<file path="src/rtl/noc_bridge_pkg.sv">
// ============================================================================
// Package  : noc_bridge_pkg
// Brief    : AXIS packet types and field-width helpers for the NoC<->AXIS bridge
// Revision : 1.0
// ============================================================================
`default_nettype none

package noc_bridge_pkg;

   localparam int NUM_VIRT_CHAN_DEFAULT = 2;
   localparam int AXIS_DATA_W           = 128;
   localparam int AXIS_USER_W           = 16;
   localparam int AXIS_ID_W             = 8;
   localparam int AXIS_DEST_W           = 8;

   function automatic int cred_width(input int num_cred);
      return $clog2(num_cred + 1);
   endfunction

   function automatic int chan_width(input int num_chan);
      return (num_chan > 1) ? $clog2(num_chan) : 1;
   endfunction

   // user = {.., data_valid, cred_chan, cred_cnt}; data = {data_chan, flit}
   function automatic int user_data_valid_bit(input int cred_w, input int chan_w);
      return cred_w + chan_w;
   endfunction

   typedef struct packed {
      logic [AXIS_DATA_W-1:0]   data;
      logic [AXIS_DATA_W/8-1:0] strb;
      logic [AXIS_DATA_W/8-1:0] keep;
      logic                     last;
      logic [AXIS_ID_W-1:0]     id;
      logic [AXIS_DEST_W-1:0]   dest;
      logic [AXIS_USER_W-1:0]   user;
   } axis_t_t;

   typedef struct packed {
      axis_t_t t;
      logic    tvalid;
   } axis_req_t;

   typedef struct packed {
      logic tready;
   } axis_rsp_t;

endpackage

`default_nettype wire

</file>
<file path="src/rtl/floo_vc_credit_ctrl.sv">
// ============================================================================
// Module   : floo_vc_credit_ctrl
// Brief    : Per-VC transmit credit counter and pending receive-credit counter
// Revision : 1.0
// ============================================================================
`default_nettype none

module floo_vc_credit_ctrl
   import noc_bridge_pkg::*;
#(
   parameter int NumCred = 8,
   parameter int CredW   = cred_width(NumCred)
) (
   input  logic             clk_i,
   input  logic             rst_ni,
   input  logic             tx_dec_i,
   input  logic [CredW-1:0] tx_add_i,
   input  logic             rx_inc_i,
   input  logic             rx_clr_i,
   output logic [CredW-1:0] tx_cred_o,
   output logic [CredW-1:0] rx_pend_o
);

   localparam logic [CredW:0] c_max_cred = (CredW+1)'(NumCred);

   logic [CredW-1:0] r_tx_cred;
   logic [CredW-1:0] r_rx_pend;
   logic [CredW:0]   w_tx_next;

   // Returned credits and a same-cycle send are netted in one update.
   assign w_tx_next = {1'b0, r_tx_cred} + {1'b0, tx_add_i} - (CredW+1)'(tx_dec_i);

   always_ff @(posedge clk_i or negedge rst_ni) begin
      if (!rst_ni) begin
         r_tx_cred <= CredW'(NumCred);
         r_rx_pend <= '0;
      end else begin
         r_tx_cred <= w_tx_next[CredW-1:0];
         r_rx_pend <= rx_clr_i ? CredW'(rx_inc_i) : r_rx_pend + CredW'(rx_inc_i);
      end
   end

   assign tx_cred_o = r_tx_cred;
   assign rx_pend_o = r_rx_pend;

   a_cred_overflow: assert property (@(posedge clk_i) disable iff (!rst_ni)
      w_tx_next <= c_max_cred);

endmodule

`default_nettype wire

</file>
<file path="src/rtl/floo_axis_noc_bridge_vc_multi.sv">
// ============================================================================
// Module   : floo_axis_noc_bridge_vc_multi
// Brief    : N-VC FlooNoC <-> AXIS bridge with per-VC credit-based flow control
// Revision : 1.0
// ============================================================================
`default_nettype none

module floo_axis_noc_bridge_vc_multi
   import noc_bridge_pkg::*;
#(
   parameter int NumVirtChan     = NUM_VIRT_CHAN_DEFAULT,
   parameter int FlitWidth       = 64,
   parameter int NumCred         = 8,
   parameter int ForceSendThresh = 4,
   parameter int CredTimeout     = 64
) (
   input  logic                             clk_i,
   input  logic                             rst_ni,
   input  logic [NumVirtChan-1:0]           noc_in_valid_i,
   output logic [NumVirtChan-1:0]           noc_in_ready_o,
   input  logic [NumVirtChan*FlitWidth-1:0] noc_in_data_i,
   output logic [NumVirtChan-1:0]           noc_out_valid_o,
   input  logic [NumVirtChan-1:0]           noc_out_ready_i,
   output logic [NumVirtChan*FlitWidth-1:0] noc_out_data_o,
   output axis_req_t                        axis_out_req_o,
   input  axis_rsp_t                        axis_out_rsp_i,
   input  axis_req_t                        axis_in_req_i,
   output axis_rsp_t                        axis_in_rsp_o,
   output logic                             err_chan_o
);

   localparam int c_chan_w  = chan_width(NumVirtChan);
   localparam int c_cred_w  = cred_width(NumCred);
   localparam int c_tmr_w   = (CredTimeout > 0) ? $clog2(CredTimeout + 1) : 1;
   localparam int c_ptr_w   = (NumCred > 1) ? $clog2(NumCred) : 1;
   localparam int c_dchan_w = AXIS_DATA_W - FlitWidth;
   localparam int c_dv_bit  = user_data_valid_bit(c_cred_w, c_chan_w);
   localparam logic [c_chan_w:0] c_nvc = (c_chan_w+1)'(NumVirtChan);

   logic [NumVirtChan-1:0][FlitWidth-1:0] w_in_flits, w_out_flits;
   logic [NumVirtChan-1:0][c_cred_w-1:0]  w_tx_cred, w_rx_pend, w_tx_add;
   logic [NumVirtChan-1:0][c_chan_w-1:0]  w_rr_idx;
   logic [NumVirtChan-1:0] w_elig, w_grant, w_tx_dec, w_rx_inc, w_rx_clr, w_fifo_rdy;
   logic [c_chan_w-1:0]    r_rr_ptr, w_grant_idx, w_pick_idx;
   logic [c_cred_w-1:0]    w_max_pend;
   logic [c_tmr_w-1:0]     r_timer;
   logic                   w_any_grant, w_timeout, w_cred_only, w_push, w_out_ready, w_out_pop;
   axis_t_t                w_pkt;
   axis_t_t                r_out_q [2];
   logic                   r_out_wr, r_out_rd, r_err;
   logic [1:0]             r_out_cnt;

   assign w_in_flits     = noc_in_data_i;
   assign noc_out_data_o = w_out_flits;

   // ---------------- TX: round-robin arbitration and credit pick ----------------
   always_comb begin
      w_grant     = '0;
      w_grant_idx = '0;
      w_any_grant = 1'b0;
      for (int i = 0; i < NumVirtChan; i++) begin
         if (!w_any_grant && w_elig[w_rr_idx[i]]) begin
            w_any_grant = 1'b1;
            w_grant_idx = w_rr_idx[i];
         end
      end
      if (w_any_grant) w_grant[w_grant_idx] = 1'b1;
   end

   always_comb begin
      w_pick_idx = '0;
      w_max_pend = w_rx_pend[0];
      for (int i = 1; i < NumVirtChan; i++) begin
         if (w_rx_pend[i] > w_max_pend) begin
            w_max_pend = w_rx_pend[i];
            w_pick_idx = c_chan_w'(i);
         end
      end
   end

   assign w_timeout   = (CredTimeout != 0) && (r_timer == c_tmr_w'(CredTimeout));
   assign w_cred_only = !w_any_grant && ((w_max_pend >= c_cred_w'(ForceSendThresh)) || w_timeout);
   assign w_out_ready = (r_out_cnt != 2'd2);
   assign w_push      = (w_any_grant || w_cred_only) && w_out_ready;
   assign noc_in_ready_o = w_grant & {NumVirtChan{w_out_ready}};
   assign w_tx_dec    = noc_in_valid_i & noc_in_ready_o;

   always_comb begin
      w_pkt      = '0;
      w_pkt.strb = '1;
      if (w_any_grant) begin
         w_pkt.data[FlitWidth-1:0]           = w_in_flits[w_grant_idx];
         w_pkt.data[AXIS_DATA_W-1:FlitWidth] = c_dchan_w'(w_grant_idx);
      end
      w_pkt.user[c_dv_bit]              = w_any_grant;
      w_pkt.user[c_cred_w +: c_chan_w]  = w_pick_idx;
      w_pkt.user[c_cred_w-1:0]          = w_max_pend;
   end

   always_ff @(posedge clk_i or negedge rst_ni) begin
      if (!rst_ni) begin
         r_rr_ptr <= '0;
         r_timer  <= '0;
      end else begin
         if (w_any_grant && w_out_ready)
            r_rr_ptr <= (w_grant_idx == c_chan_w'(NumVirtChan - 1)) ? '0 : w_grant_idx + c_chan_w'(1);
         if (w_push || (w_max_pend == '0))
            r_timer <= '0;
         else if (r_timer != c_tmr_w'(CredTimeout))
            r_timer <= r_timer + c_tmr_w'(1);
      end
   end

   // ---------------- AXIS output: two-entry register ----------------
   assign w_out_pop = (r_out_cnt != 2'd0) && axis_out_rsp_i.tready;

   always_ff @(posedge clk_i) begin
      if (w_push) r_out_q[r_out_wr] <= w_pkt;
   end

   always_ff @(posedge clk_i or negedge rst_ni) begin
      if (!rst_ni) begin
         r_out_wr  <= 1'b0;
         r_out_rd  <= 1'b0;
         r_out_cnt <= 2'd0;
      end else begin
         if (w_push)    r_out_wr <= ~r_out_wr;
         if (w_out_pop) r_out_rd <= ~r_out_rd;
         r_out_cnt <= r_out_cnt + 2'(w_push) - 2'(w_out_pop);
      end
   end

   always_comb begin
      axis_out_req_o        = '0;
      axis_out_req_o.t      = r_out_q[r_out_rd];
      axis_out_req_o.tvalid = (r_out_cnt != 2'd0);
   end

   // ---------------- RX: decode, credit return, per-VC FIFOs ----------------
   logic [c_dchan_w-1:0] w_in_dchan;
   logic [c_chan_w-1:0]  w_in_cchan, w_dchan_lo;
   logic [c_cred_w-1:0]  w_in_ccnt;
   logic                 w_in_dv, w_dchan_ok, w_cchan_ok, w_rx_hs, w_unused_in;

   assign w_in_dchan = axis_in_req_i.t.data[AXIS_DATA_W-1:FlitWidth];
   assign w_dchan_lo = w_in_dchan[c_chan_w-1:0];
   assign w_in_dv    = axis_in_req_i.t.user[c_dv_bit];
   assign w_in_cchan = axis_in_req_i.t.user[c_cred_w +: c_chan_w];
   assign w_in_ccnt  = axis_in_req_i.t.user[c_cred_w-1:0];
   assign w_dchan_ok = (w_in_dchan < c_dchan_w'(NumVirtChan));
   assign w_cchan_ok = ({1'b0, w_in_cchan} < c_nvc);
   assign axis_in_rsp_o.tready = !w_in_dv || !w_dchan_ok || w_fifo_rdy[w_dchan_lo];
   assign w_rx_hs    = axis_in_req_i.tvalid && axis_in_rsp_o.tready;
   assign w_unused_in = ^{axis_in_req_i.t.strb, axis_in_req_i.t.keep, axis_in_req_i.t.last,
                          axis_in_req_i.t.id, axis_in_req_i.t.dest,
                          axis_in_req_i.t.user[AXIS_USER_W-1:c_dv_bit+1]};

   always_ff @(posedge clk_i or negedge rst_ni) begin
      if (!rst_ni)                              r_err <= 1'b0;
      else if (w_rx_hs && w_in_dv && !w_dchan_ok) r_err <= 1'b1;
   end
   assign err_chan_o = r_err;

   for (genvar c = 0; c < NumVirtChan; c++) begin : g_vc
      logic [FlitWidth-1:0] r_mem [NumCred];
      logic [c_ptr_w-1:0]   r_wr, r_rd;
      logic [c_cred_w-1:0]  r_cnt;
      logic [c_chan_w:0]    w_rr_sum;
      logic                 w_hit, w_fpush, w_fpop;

      assign w_rr_sum    = {1'b0, r_rr_ptr} + (c_chan_w+1)'(c);
      assign w_rr_idx[c] = (w_rr_sum >= c_nvc) ? c_chan_w'(w_rr_sum - c_nvc) : w_rr_sum[c_chan_w-1:0];
      assign w_elig[c]   = noc_in_valid_i[c] && (w_tx_cred[c] != '0);

      assign w_hit   = axis_in_req_i.tvalid && w_in_dv && w_dchan_ok && (w_dchan_lo == c_chan_w'(c));
      assign w_fpush = w_hit && w_rx_hs;
      assign w_fpop  = noc_out_valid_o[c] && noc_out_ready_i[c];
      assign w_fifo_rdy[c]      = (r_cnt != c_cred_w'(NumCred));
      assign noc_out_valid_o[c] = (r_cnt != '0);
      assign w_out_flits[c]     = r_mem[r_rd];
      assign w_rx_inc[c] = w_fpop;
      assign w_rx_clr[c] = w_push && (w_pick_idx == c_chan_w'(c));
      assign w_tx_add[c] = (w_rx_hs && w_cchan_ok && (w_in_cchan == c_chan_w'(c))) ? w_in_ccnt : '0;

      always_ff @(posedge clk_i) begin
         if (w_fpush) r_mem[r_wr] <= axis_in_req_i.t.data[FlitWidth-1:0];
      end

      always_ff @(posedge clk_i or negedge rst_ni) begin
         if (!rst_ni) begin
            r_wr  <= '0;
            r_rd  <= '0;
            r_cnt <= '0;
         end else begin
            if (w_fpush) r_wr <= (r_wr == c_ptr_w'(NumCred - 1)) ? '0 : r_wr + c_ptr_w'(1);
            if (w_fpop)  r_rd <= (r_rd == c_ptr_w'(NumCred - 1)) ? '0 : r_rd + c_ptr_w'(1);
            r_cnt <= r_cnt + c_cred_w'(w_fpush) - c_cred_w'(w_fpop);
         end
      end

      floo_vc_credit_ctrl #(
         .NumCred (NumCred),
         .CredW   (c_cred_w)
      ) u_cred (
         .clk_i     (clk_i),
         .rst_ni    (rst_ni),
         .tx_dec_i  (w_tx_dec[c]),
         .tx_add_i  (w_tx_add[c]),
         .rx_inc_i  (w_rx_inc[c]),
         .rx_clr_i  (w_rx_clr[c]),
         .tx_cred_o (w_tx_cred[c]),
         .rx_pend_o (w_rx_pend[c])
      );

      // A sender honouring credits never targets a full FIFO.
      a_fifo_full: assert property (@(posedge clk_i) disable iff (!rst_ni)
         !(w_hit && !w_fifo_rdy[c]));
   end

endmodule

`default_nettype wire

</file>
<file path="config.mk">
export PLATFORM = sky130hd
export DESIGN_NAME = floo_axis_noc_bridge_vc_multi
export DESIGN_NICKNAME = d
export VERILOG_FILES = /design/src/rtl/noc_bridge_pkg.sv /design/src/rtl/floo_vc_credit_ctrl.sv /design/src/rtl/floo_axis_noc_bridge_vc_multi.sv
export SDC_FILE = /design/constraint.sdc
export NUM_CORES = 1
export LEC_CHECK = 0
export ABC_AREA = 1
export CAP_MARGIN = 20
export CORE_UTILIZATION = 50
export CTS_CLUSTER_DIAMETER = 100
export CTS_CLUSTER_SIZE = 40
export DETAILED_ROUTE_END_ITERATION = 8
export DONT_BUFFER_PORTS = 1
export GPL_TIMING_DRIVEN = 0
export SYNTH_ARGS = -nofsm -noshare
export SYNTH_HDL_FRONTEND = slang
export SYNTH_SLANG_ARGS = --single-unit
</file>
<file path="constraint.sdc">
create_clock -name clk_i -period 14.8 [get_ports clk_i]
set_input_delay 2.96 -clock clk_i [delete_from_list [all_inputs] [get_ports clk_i]]
set_output_delay 2.96 -clock clk_i [all_outputs]
set_load 0.01 [all_outputs]
</file>
==> impl_metrics.json, run 1 <==
{
  "final_common_cell": "edfxtp_1",
  "slew_viol_final": 0,
  "ys_warn_count": 0,
  "outcome": "finished clean",
  "final.min_clock_period_ps": 6931,
  "postSynth.asyncResetShare_pct": 4.033,
  "path_cells": "o21ai_2 -> or2_2 -> nand2_2 -> inv_2 -> buf_2 -> nor2_1",
  "final_layout_size_suffix_gt1_share_pct": 9.150,
  "multi_input_area_mm2": 0.01162,
  "grt_start_max_net_pins": 67,
  "cts_resized": 0,
  "cts_tree": "built",
  "max_freq_mhz": 144.3,
  "synth_edf_count": 1166,
  "max_cap_violations": 0,
  "fin_skew_ps": 26.79,
  "die_h_um": 317.0,
  "syn_to_final_growth_pct": 8.903,
  "pwr-share-seq_pct": 43.6,
  "cts_setup_buffers": 0,
  "hpwl_um": 93320,
  "pwr-share-clk_pct": 16.5,
  "track_usage_pct": 25.93,
  "grt_pass1_wl_um": 190800,
  "io_pins": 657,
  "whs_path_depth": 2,
  "critPathBufInv": 2,
  "final-hold-violation-count": 0,
  "vias_per_cell": 5.537,
  "clock-sinks": 1215,
  "ff2ff_path_depth": 9,
  "rr_endpoint": "g_vc[1].r_mem[4][26]",
  "whs_endpoint": "r_rr_ptr",
  "rsz0062_at_grt": "false",
  "min_path_type": "flop to flop",
  "portBuffers": 0,
  "grt_pass1_vias": 29085,
  "die_area_mm2": 0.1005,
  "crit_family": "simple AND/OR/NAND/NOR gates",
  "overflow": 0,
  "p_leak_nw": 18.96,
  "cp_slowest_cell": "or2_2",
  "num_rows": 115,
  "comb_power_share_pct": 39.9,
  "insertion_delay_ps": 670,
  "regToRegSetupSlack_ps": 11700,
  "p_sw_share_pct": 41.15,
  "cp.required_ps": 11840,
  "seq_area_mm2": 0.03624,
  "drc": 0,
  "fillCellCount": 8292,
  "htree_levels": 2,
  "fin_crit_sh_pct": 46.83,
  "synthDistinctLibCells": 37,
  "vias": 30918,
  "worstHoldStart": "r_rr_ptr",
  "max_stage_delay_ps": 290,
  "synth_top_cell_area_share_pct": 70.58,
  "vdd_drop_max_uv": 141.4,
  "clk_pin_slew_worst_paths_ps": 130,
  "cp_max_fo": 11,
  "tns_ps": 0,
  "core_area_mm2": 0.09828,
  "syn_inst": 4039,
  "syn_area_mm2": 0.04961,
  "fin_util_pct": 54.97,
  "wl_per_cell_um": 23.72,
  "yosys.area.top_type": "edfxtp_1",
  "fp.dieW_um": 317.0,
  "hold_buffers": 0,
  "mostFrequentLayoutCells": "edfxtp_1 (1166), nor2_1 (967), o21ai_0 (521)",
  "cts-buffers-inserted": 39,
  "ys.flop_type": "edfxtp_1",
  "first_pass_iters": 5,
  "ant_nets": 0,
  "cp.arrival_ps": 3970,
  "fin_nets": 4647,
  "tightest_slew_ps": 1045,
  "p_int_mw": 5.705,
  "syn_area_per_cell_um2": 12.28,
  "drt_iter0_drc": 3010,
  "yosysSeqAreaShare_pct": 73.05,
  "synth_area_leaders": "edfxtp_1 (71%), nor2_1 (7.4%), o21ai_0 (5.3%), nand2_1 (3.3%), buf_4 (2.5%)",
  "root_buffer": "clkbuf_16",
  "antenna_found_initial": 4,
  "routabilityCongestion": 0.8306,
  "crit_type": "input port to output pin",
  "start_util_pct": 50.48,
  "ys_ff_latch": 1215,
  "start_kind": "input port",
  "clockBufferDepth": 3,
  "timing.slew.headroom_pct": 29.94,
  "p_switching_mw": 3.989,
  "power_density_mw_per_mm2": 179.4,
  "wirelength_um": 132500,
  "r2r-start": "g_vc[0].r_cnt[1]",
  "end_kind": "output pin",
  "setup_viol": 0
}
## synthesized netlist by cell type (9+ instances only)
master       n
a31oi_1    128
buf_1       29
buf_2       52
buf_4      164
clkbuf_1   108
dfrtp_1     47
edfxtp_1  1166
ha_1        42
inv_1       72
inv_2        9
nand2_1    436
nand3_1     83
nor2_1     976
nor3_1       9
o21ai_0    521
o22ai_1    128
xor2_1      15
## metal layers
metal	share of wire (%)	track usage [%]	up-vias
met1	42	35.91	15243
met2	47	41.99	1022
li1	-	-	14482
met3	7.4	4.389	169
met5	0.014	0	-
met4	3.2	8.293	2
## how the worst max path moves through the flow
stage | startpoint | endpoint | slack (ps) | cells after the start
after floorplan | axis_in_req_i[138] | g_vc[1].r_mem[2][0] | 6090 | 9
after global placement | axis_in_req_i[138] | g_vc[1].r_mem[2][31] | 1950 | 9
after detailed placement | noc_in_valid_i[0] | noc_in_ready_o[0] | 7880 | 6
after CTS | noc_in_valid_i[0] | noc_in_ready_o[0] | 7880 | 6
after global routing | noc_in_valid_i[0] | noc_in_ready_o[0] | 7840 | 6
final | noc_in_valid_i[0] | noc_in_ready_o[0] | 7870 | 6
## power by group through the flow
stage	Clock [mW]	Combinational (mW)	Sequential [mW]
after CTS	1.62	3.89	4.23
after floorplan	0	2.49	4.30
after global placement	0	3.79	4.34
after global routing	1.72	4.24	4.25
after detailed placement	0	3.88	4.31
final	1.60	3.86	4.23
## final cells by class
type / count / area share [%]
repair buffers: 72 / 1.811
flip-flops and latches: 1215 / 67.08
well taps: 1287 / 2.981
inverters: 81 / 0.5674
clock inverters: 14 / 0.3752
multi-input cells: 2510 / 21.50
plain buffers: 353 / 3.712
diodes: 2 / 0.009264
clock buffers: 50 / 1.962
## logic make-up after synthesis
kind of cell | share of synthesized area (%)
AND/OR/NAND/NOR | 12.02
adder cells (fa/ha/maj) | 1.221
AO/OA/AOI/OAI | 8.648
buffers and inverters | 4.656
flip-flops | 73.05
other | 0.01514
XOR/XNOR | 0.3884
## worst min-delay path, stage by stage, from the launching register on
cell and delay, ps:
dfrtp_1 360, nand2_1 50, o21ai_0 60
## flip-flops by register name, summed over array words and instances (netlist names), 2 cells and up
name / count
r_timer: 7
g_vc.u_cred.rx_pend_o: 8
g_vc.r_rd: 6
g_vc.r_mem: 1024
r_out_q: 142
r_out_cnt: 2
g_vc.r_wr: 6
g_vc.u_cred.tx_cred_o: 8
g_vc.r_cnt: 8
## stage by stage
stage | instances | hold slack (ps) | power [mW] | instance area (um2) | worst slack (ps)
final | 5584 | 501.2 | 9.694 | 54030 | 7869
after CTS | 5582 | 500.9 | 9.742 | 54020 | 7876
after global placement | 5446 | 461.2 | 8.131 | 51670 | 1946
after floorplan | 4159 | 445.7 | 6.789 | 50060 | 6092
after global routing | 5582 | 529.7 | 10.22 | 54020 | 7836
after detailed placement | 5518 | 470.1 | 8.193 | 52760 | 7877
(Power assumes the default switching activity.)
==> run 2, diff against run 1 <==
Settings changed: PLACE_DENSITY from default to 0.68.
Clock period 14.8 ns to 6 ns, I/O delays scaled along.
==> run 2 against run 1 <==
Effect of this change:
- worst setup slack worse by 6800 ps
- clock power rose by 150%
- wire length rose by 1.0%
- combinational power is 150% higher
- via count rose by 2.0%
- largest cell class unchanged
==> impl_metrics.json, run 2 (synthesized netlist as in run 1, its figures left out) <==
{
  "timing.slew.headroom_pct": 30.13,
  "p_sw_share_pct": 41.28,
  "cts-buffers-inserted": 39,
  "fin_hold_ws_ps": 200.9,
  "fp.dieW_um": 317.0,
  "io_pins": 657,
  "clockBufferDepth": 3,
  "track_usage_pct": 26.03,
  "root_buffer": "clkbuf_16",
  "regToRegSetupSlack_ps": 2680,
  "p_switching_mw": 9.894,
  "vdd_drop_max_uv": 378.4,
  "r2r-start": "g_vc[0].r_cnt[1]",
  "routabilityCongestion": 0.8562,
  "reg.largest.list": "g_vc.r_mem: 1024 flops, r_out_q: 142 flops",
  "overflow": 0,
  "wl_per_cell_um": 23.98,
  "end_kind": "output pin",
  "pwr-share-seq_pct": 43.5,
  "regMostFlops": "g_vc.r_mem",
  "grt_pass1_wl_um": 191200,
  "start_util_pct": 50.48,
  "clock-sinks": 1215,
  "comb_power_share_pct": 40.1,
  "num_rows": 115,
  "hpwl_um": 94200,
  "start_kind": "flop",
  "power_density_mw_per_mm2": 443.0,
  "syn_to_final_growth_pct": 9.064,
  "slew_viol_final": 0,
  "cp.arrival_ps": 3680,
  "final.min_clock_period_ps": 4882,
  "max_cap_violations": 0,
  "first_pass_iters": 5,
  "grt_start_max_net_pins": 60,
  "fin_util_pct": 55.06,
  "die_area_mm2": 0.1005,
  "final_layout_size_suffix_gt1_share_pct": 9.029,
  "final-hold-violation-count": 0,
  "p_int_mw": 14.08,
  "total_power_mw": 23.97,
  "cp_max_fo": 10,
  "rsz0062_at_grt": "false",
  "outcome": "finished clean",
  "clk_pin_slew_worst_paths_ps": 140,
  "fin_crit_sh_pct": 81.37,
  "p_leak_nw": 18.97,
  "mostFrequentLayoutCells": "edfxtp_1 (1166), nor2_1 (967), o21ai_0 (521)",
  "largest_reg_flops": 1024,
  "final_common_cell": "edfxtp_1",
  "insertion_delay_ps": 670,
  "hold_buffers": 0,
  "tightest_slew_ps": 1042,
  "fillCellCount": 8010,
  "grt_pass1_vias": 29173,
  "place_area_mm2": 0.05281,
  "fin_nets": 4641,
  "die_h_um": 317.0,
  "cts_resized": 0,
  "max_freq_mhz": 204.8,
  "htree_levels": 2,
  "rr_endpoint": "g_vc[1].r_mem[4][36]",
  "core_area_mm2": 0.09828,
  "tns_ps": 0,
  "vias_per_cell": 5.650,
  "min_path_type": "input port to async pin",
  "vias": 31527,
  "drc": 0,
  "portBuffers": 0,
  "fin_skew_ps": 37.60,
  "wirelength_um": 133800,
  "cts_setup_buffers": 0,
  "crit_type": "flop to output pin",
  "cts_tree": "built",
  "finish.instance_area_mm2": 0.05411,
  "setup_viol": 0,
  "antenna_found_initial": 9,
  "ant_nets": 0,
  "drt_iter0_drc": 3560,
  "ff2ff_path_depth": 10,
  "cp.required_ps": 4800,
  "pwr-share-clk_pct": 16.4
}
-- run 2: stage by stage --
stage          instances  setup WS [ps]
3_5_place_dp        5512           1659
4_1_cts             5573           1114
3_3_place_gp        5446          -4755
2_1_floorplan       4159         -947.4
5_1_grt             5578           1043
6_report            5580           1118
-- run 2: worst max path at each step --
stage          cells after the start  slack (ps)               start                   end
2_1_floorplan                      9        -950  axis_in_req_i[138]   g_vc[1].r_mem[2][0]
3_3_place_gp                       9       -4760  axis_in_req_i[186]  g_vc[1].r_mem[2][29]
3_5_place_dp                      13        1660  axis_in_req_i[186]  g_vc[1].r_mem[4][29]
4_1_cts                            8        1110     g_vc[1].r_rd[0]    noc_out_data_o[74]
5_1_grt                            8        1040     g_vc[0].r_rd[0]     noc_out_data_o[6]
6_report                           8        1120     g_vc[1].r_rd[0]    noc_out_data_o[74]
-- run 2: worst max-delay path: stages (launching register included) --
cell and delay (ps):
dfrtp_1 630, inv_2 320, buf_4 390, buf_4 320
buf_2 280, o21ai_0 110, o22ai_1 150, nor2_1 70
a31oi_1 730
-- run 2: power by group through the flow --
stage	clock [mW]	combinational, mW	sequential, mW
4_1_cts	3.95	9.67	10.4
3_5_place_dp	0	9.64	10.6
3_3_place_gp	0	9.36	10.7
6_report	3.92	9.62	10.4
5_1_grt	4.21	10.5	10.5
2_1_floorplan	0	6.13	10.6
-- run 2: final cells by class --
| cell class | instances | area, um2 | share of cell area (%) |
|---|---|---|---|
| Antenna cell | 7 | 17.52 | 0.03237 |
| Buffer | 353 | 2006 | 3.707 |
| Clock buffer | 47 | 1027 | 1.899 |
| Clock inverter | 14 | 252.7 | 0.4671 |
| Inverter | 81 | 306.5 | 0.5666 |
| Multi-Input combinational cell | 2510 | 11630 | 21.49 |
| Sequential cell | 1215 | 36240 | 66.98 |
| Tap cell | 1287 | 1610 | 2.976 |
| Timing Repair Buffer | 66 | 1016 | 1.878 |
-- run 2: routing by layer --
layer  global-route usage, %  routed length (um)  vias up
li1                        -                   -    14463
met1                   33.02               50660    15462
met2                   44.25               66630     1406
met3                   5.837               12210      196
met4                   8.708                4308        0
met5                       0                   0        -
